[src/rtl/pipe_ctrl_pkg.sv]
// Shared types and sizing helpers for the pipeline hazard controller.
package pipe_ctrl_pkg;

    typedef enum logic {
        RUN    = 1'b0,
        MDBUSY = 1'b1
    } state_t;

    localparam int MD_LAT_DEFAULT = 32;

    // Bits needed to hold MD_LAT-1; never less than one bit.
    function automatic int cnt_width(input int lat);
        int w;
        w = $clog2(lat);
        return (w < 1) ? 1 : w;
    endfunction

endpackage

[src/rtl/pipe_ctrl_lat_counter.sv]
// Loadable down-counter that tracks the remaining mul/div cycles.
module lat_counter #(
    parameter int W = 5
) (
    input  logic         clk,
    input  logic         rst,
    input  logic         load,
    input  logic         dec,
    input  logic         hold,
    input  logic [W-1:0] load_val,
    output logic [W-1:0] cnt,
    output logic         zero
);

    // Hold wins over load/decrement so a memory stall freezes the count.
    always_ff @(posedge clk) begin
        if (rst) begin
            cnt <= '0;
        end else if (hold) begin
            cnt <= cnt;
        end else if (load) begin
            cnt <= load_val;
        end else if (dec && cnt != '0) begin
            cnt <= cnt - W'(1);
        end
    end

    assign zero = (cnt == '0);

endmodule

[src/rtl/pipe_ctrl.sv]
// Pipeline stall/flush controller: memory stalls, load-use hazards,
// taken branches and a multi-cycle mul/div unit.
module pipe_ctrl
    import pipe_ctrl_pkg::*;
#(
    parameter int MD_LAT = MD_LAT_DEFAULT
) (
    input  logic       clk,
    input  logic       rst,
    input  logic [4:0] id_rs,
    input  logic [4:0] id_rt,
    input  logic       ex_memread,
    input  logic [4:0] ex_rt,
    input  logic       id_branch_taken,
    input  logic       id_md_start,
    input  logic       mem_req,
    input  logic       mem_ready,
    output logic       en_f,
    output logic       en_d,
    output logic       en_e,
    output logic       en_m,
    output logic       en_w,
    output logic       flush_d,
    output logic       flush_e,
    output logic       flush_m,
    output logic       md_en,
    output logic       md_busy,
    output logic       md_done
);

    localparam int CW = cnt_width(MD_LAT);

    state_t        state;
    logic [CW-1:0] cnt;
    logic          cnt_zero;
    logic          cnt_load;
    logic          cnt_dec;
    logic          mem_stall;
    logic          load_use;

    assign mem_stall = mem_req & ~mem_ready;
    assign load_use  = ex_memread & (ex_rt != 5'd0) &
                       ((ex_rt == id_rs) | (ex_rt == id_rt));
    assign md_busy   = (state == MDBUSY);

    lat_counter #(.W(CW)) u_cnt (
        .clk      (clk),
        .rst      (rst),
        .load     (cnt_load),
        .dec      (cnt_dec),
        .hold     (mem_stall),
        .load_val (CW'(MD_LAT - 1)),
        .cnt      (cnt),
        .zero     (cnt_zero)
    );

    // A memory stall freezes every stage; otherwise the state decides.
    always_comb begin
        en_f     = 1'b1;
        en_d     = 1'b1;
        en_e     = 1'b1;
        en_m     = 1'b1;
        en_w     = 1'b1;
        flush_d  = 1'b0;
        flush_e  = 1'b0;
        flush_m  = 1'b0;
        md_en    = 1'b0;
        cnt_load = 1'b0;
        cnt_dec  = 1'b0;
        if (mem_stall) begin
            en_f = 1'b0;
            en_d = 1'b0;
            en_e = 1'b0;
            en_m = 1'b0;
            en_w = 1'b0;
        end else begin
            case (state)
                RUN: begin
                    if (load_use) begin
                        en_f    = 1'b0;
                        en_d    = 1'b0;
                        flush_e = 1'b1;
                    end else begin
                        cnt_load = id_md_start;
                        flush_d  = id_branch_taken;
                    end
                end
                MDBUSY: begin
                    en_f    = 1'b0;
                    en_d    = 1'b0;
                    en_e    = 1'b0;
                    flush_m = 1'b1;
                    md_en   = 1'b1;
                    cnt_dec = ~cnt_zero;
                end
                default: ;
            endcase
        end
    end

    // md_done pulses in the cycle after the last mul/div cycle.
    always_ff @(posedge clk) begin
        if (rst) begin
            state   <= RUN;
            md_done <= 1'b0;
        end else begin
            md_done <= 1'b0;
            if (!mem_stall) begin
                case (state)
                    RUN: begin
                        if (!load_use && id_md_start) begin
                            state <= MDBUSY;
                        end
                    end
                    MDBUSY: begin
                        if (cnt_zero) begin
                            state   <= RUN;
                            md_done <= 1'b1;
                        end
                    end
                    default: state <= RUN;
                endcase
            end
        end
    end

endmodule

[config.mk]
export PLATFORM = sky130hd
export DESIGN_NAME = pipe_ctrl
export DESIGN_NICKNAME = d
export VERILOG_FILES = /design/src/rtl/pipe_ctrl_pkg.sv /design/src/rtl/pipe_ctrl_lat_counter.sv /design/src/rtl/pipe_ctrl.sv
export SDC_FILE = /design/constraint.sdc
export NUM_CORES = 1
export LEC_CHECK = 0
export ABC_AREA = 1
export BUFFER_PORTS_ARGS = -buffer_cell sky130_fd_sc_hd__clkbuf_2
export CELL_PAD_IN_SITES_DETAIL_PLACEMENT = 1
export CELL_PAD_IN_SITES_GLOBAL_PLACEMENT = 1
export CORE_MARGIN = 1.5
export CORE_UTILIZATION = 29
export CTS_CLUSTER_SIZE = 30
export DETAILED_ROUTE_END_ITERATION = 6
export HOLD_SLACK_MARGIN = 0.03
export PLACE_DENSITY_LB_ADDON = 0.2
export REMOVE_ABC_BUFFERS = 1
export SLEW_MARGIN = 20
export SYNTH_ARGS = -nofsm -noshare
export SYNTH_HDL_FRONTEND = slang
export SYNTH_HIERARCHICAL = 1
export SYNTH_SLANG_ARGS = --single-unit
[constraint.sdc]
create_clock -name clk -period 2.1 [get_ports clk]
set_input_delay 0.21 -clock clk [delete_from_list [all_inputs] [get_ports clk]]
set_output_delay 0.21 -clock clk [all_outputs]
set_load 0.005 [all_outputs]
==> flow_metrics.tcl <==
set metrics [dict create \
    outcome "complete, no violations" \
    grt_pass1_wl_mm 3.29 \
    fin_crit_ns 1.62 \
    hold_start "rst" \
    maxSlewViolCount 0 \
    hold_violations 0 \
    post-place-ws_ns 0.388 \
    rrSetupSlack_ns 0.48 \
    ant_nets 0 \
    ir_drop_v 0.000449 \
    avgSynthCellArea_um2 5.34 \
    hold_path.class "input port to flop" \
    dpl.cell_count 202 \
    slowest_delay_ns 0.34 \
    cp_max_fo 7 \
    portBuffers 32 \
    cp.required_ns 2.25 \
    track_usage_pct 15.6 \
    final_cell_count_no_fill 206 \
    finalWirelength_mm 1.96 \
    clkSlewWorstSetupHoldPaths_ns 0.05 \
    ios 33 \
    htree_levels 1 \
    first_iter_violations 4 \
    vias 904 \
    rsz0062_at_grt "no" \
    ys_ff_latch 7 \
    p_leak_nw 0.622 \
    maxCapViolCount 0 \
    area_growth_pct 28.3 \
    netlist_area_um2 747 \
    core-area_um2 2450 \
    vias_per_cell 4.39 \
    drive_gt1_share_pct 27.3 \
    mostFrequentLayoutCells "nand2_1, clkbuf_2, inv_1" \
    start_kind "flop" \
    cts_buffers 3 \
    first_global_vias 869 \
    drcViolationCount 0 \
    place_congestion 0.744 \
    r2r_end "u_cnt/cnt[4]" \
    finalNetCount 200 \
    grt-ovfl-total 0 \
    crit_start "u_cnt/cnt[0]" \
    dpl.hpwl_mm 1.80 \
    ctsHoldBuffers 0 \
    path_cells "inv_1 > ha_1 > nand3_2 > inv_1 > nor3_1 > nand2_2 > nand2_4 > nand2_4 > nor2_1 > nor2_1" \
    fin_area_um2 958 \
    fin_tns_setup_ns 0 \
    clk_path_buf_depth 2 \
    fp.dieH_um 53.8 \
    cts_setup_buffers 0 \
    skew_ns 0.00403 \
    worstSetupEndpointType "flop" \
    die-width_um 53.8 \
    yosysWarnings 6 \
    final_common_cell "nand2_1" \
    cts_root_buf "clkbuf_4" \
    worstSetupPathType "flop to flop" \
    cp.arrival_ns 1.77 \
    cp_top_family "simple AND/OR/NAND/NOR gates" \
    cts-resized-gates 0 \
    hold_end "md_busy" \
    insertedDiodeCount 0 \
    firstDrtPassIters 4 \
    max_freq_mhz 617 \
    setup_viol 0 \
    holdWs_ns 0.163 \
    cp_num_cells 10 \
    critPathSlowestCell "dfxtp_1" \
    r2r_start "u_cnt/cnt[0]" \
    utilization_pct 39.0 \
    powerDensity_nw_per_um2 551 \
    p_total_uw 528 \
    die_area_um2 2890 \
    grt_max_degree 9 \
    antenna_found_initial 0 \
    crit_buf_inv 2 \
    rr_worst_depth 10 \
    cts_tree "done" \
    rows 18 \
    clk_latency_ns 0.25 \
    whs_path_depth 2 \
    cts.sinks 7 \
    wl_per_cell_um 9.50 \
    placed_area_um2 932 \
    ys_types 24 \
    synthCells 140 \
    setup_ws_ns 0.479 \
    initial_utilization_pct 30.4 \
    ys_seq_area_share_pct 18.8 \
    min_period_over_period_pct 77.2 \
]
==> worst reg2reg max path: stages (launching register included) <==
cell	delay, ns
dfxtp_1	0.34
inv_1	0.08
ha_1	0.24
nand3_2	0.11
inv_1	0.06
nor3_1	0.22
nand2_2	0.11
nand2_4	0.11
nand2_4	0.07
nor2_1	0.12
nor2_1	0.06
==> cell usage after synthesis <==
cell	count	area [µm²]
inv_2	3	11.3
ha_1	1	12.5
clkinv_2	1	5.00
a21oi_2	1	8.76
inv_1	28	105
nand3_2	1	10.0
dfxtp_1	7	140
a21oi_1	5	25.0
nor2_4	1	11.3
nand2_4	2	22.5
buf_4	3	22.5
nand3_1	8	40.0
buf_2	1	5.00
nor3_1	1	5.00
xnor2_1	2	17.5
nand2_2	2	12.5
and3_1	1	6.26
nor4_1	1	6.26
o21ai_0	2	10.0
nor2_1	20	75.1
mux2i_1	1	10.0
nand2_1	45	169
conb_1	1	3.75
nor2_2	2	12.5
==> state kept, by name, indices dropped and copies added (netlist names) <==
signal     cells
u_cnt/cnt      5
md_busy        1
md_done        1
==> cells by family (layout without fill, tap and decap cells) <==
kind of cell    count (synthesis)  in the layout  synth area share, %
xor+xnor                        2              2                 2.35
compound gates                  8              8                 5.86
other cells                     1              5                0.502
simple gates                   84             84                 49.6
flops                           7              7                 18.8
fa+ha+maj                       1              1                 1.67
mux                             1              1                 1.34
buf+inv                        36             68                 19.9
==> how the worst max path moves through the flow <==
stage / endpoint
floorplan: u_cnt/cnt[3]
global placement: u_cnt/cnt[3]
detailed placement: u_cnt/cnt[3]
CTS: u_cnt/cnt[3]
global route: u_cnt/cnt[4]
finish: u_cnt/cnt[4]
==> area by class of cell <==
class | instances | area (µm²)
Timing Repair Buffer | 32 | 160
Sequential cell | 7 | 140
Fill cell | 366 | 1500
Multi-Input combinational cell | 101 | 473
Clock buffer | 4 | 26.3
Tap cell | 30 | 37.5
Inverter | 32 | 121
==> routing by layer <==
layer / global-route usage [%] / share of wire, % / up-vias
met1: 16.0 / 41 / 401
met5: 0 / 0 / -
li1: - / - / 478
met3: 5.28 / 5.7 / 0
met4: 0.855 / 0 / 0
met2: 31.1 / 53 / 25
==> report_power, final <==
group          leakage, nW  switching [mW]  internal, mW
clock               0.0150          0.0504        0.0726
sequential          0.0577          0.0147         0.149
combinational        0.550           0.144        0.0974
total                0.622           0.209         0.319
Note: power is estimated with default switching activity, not from simulation.
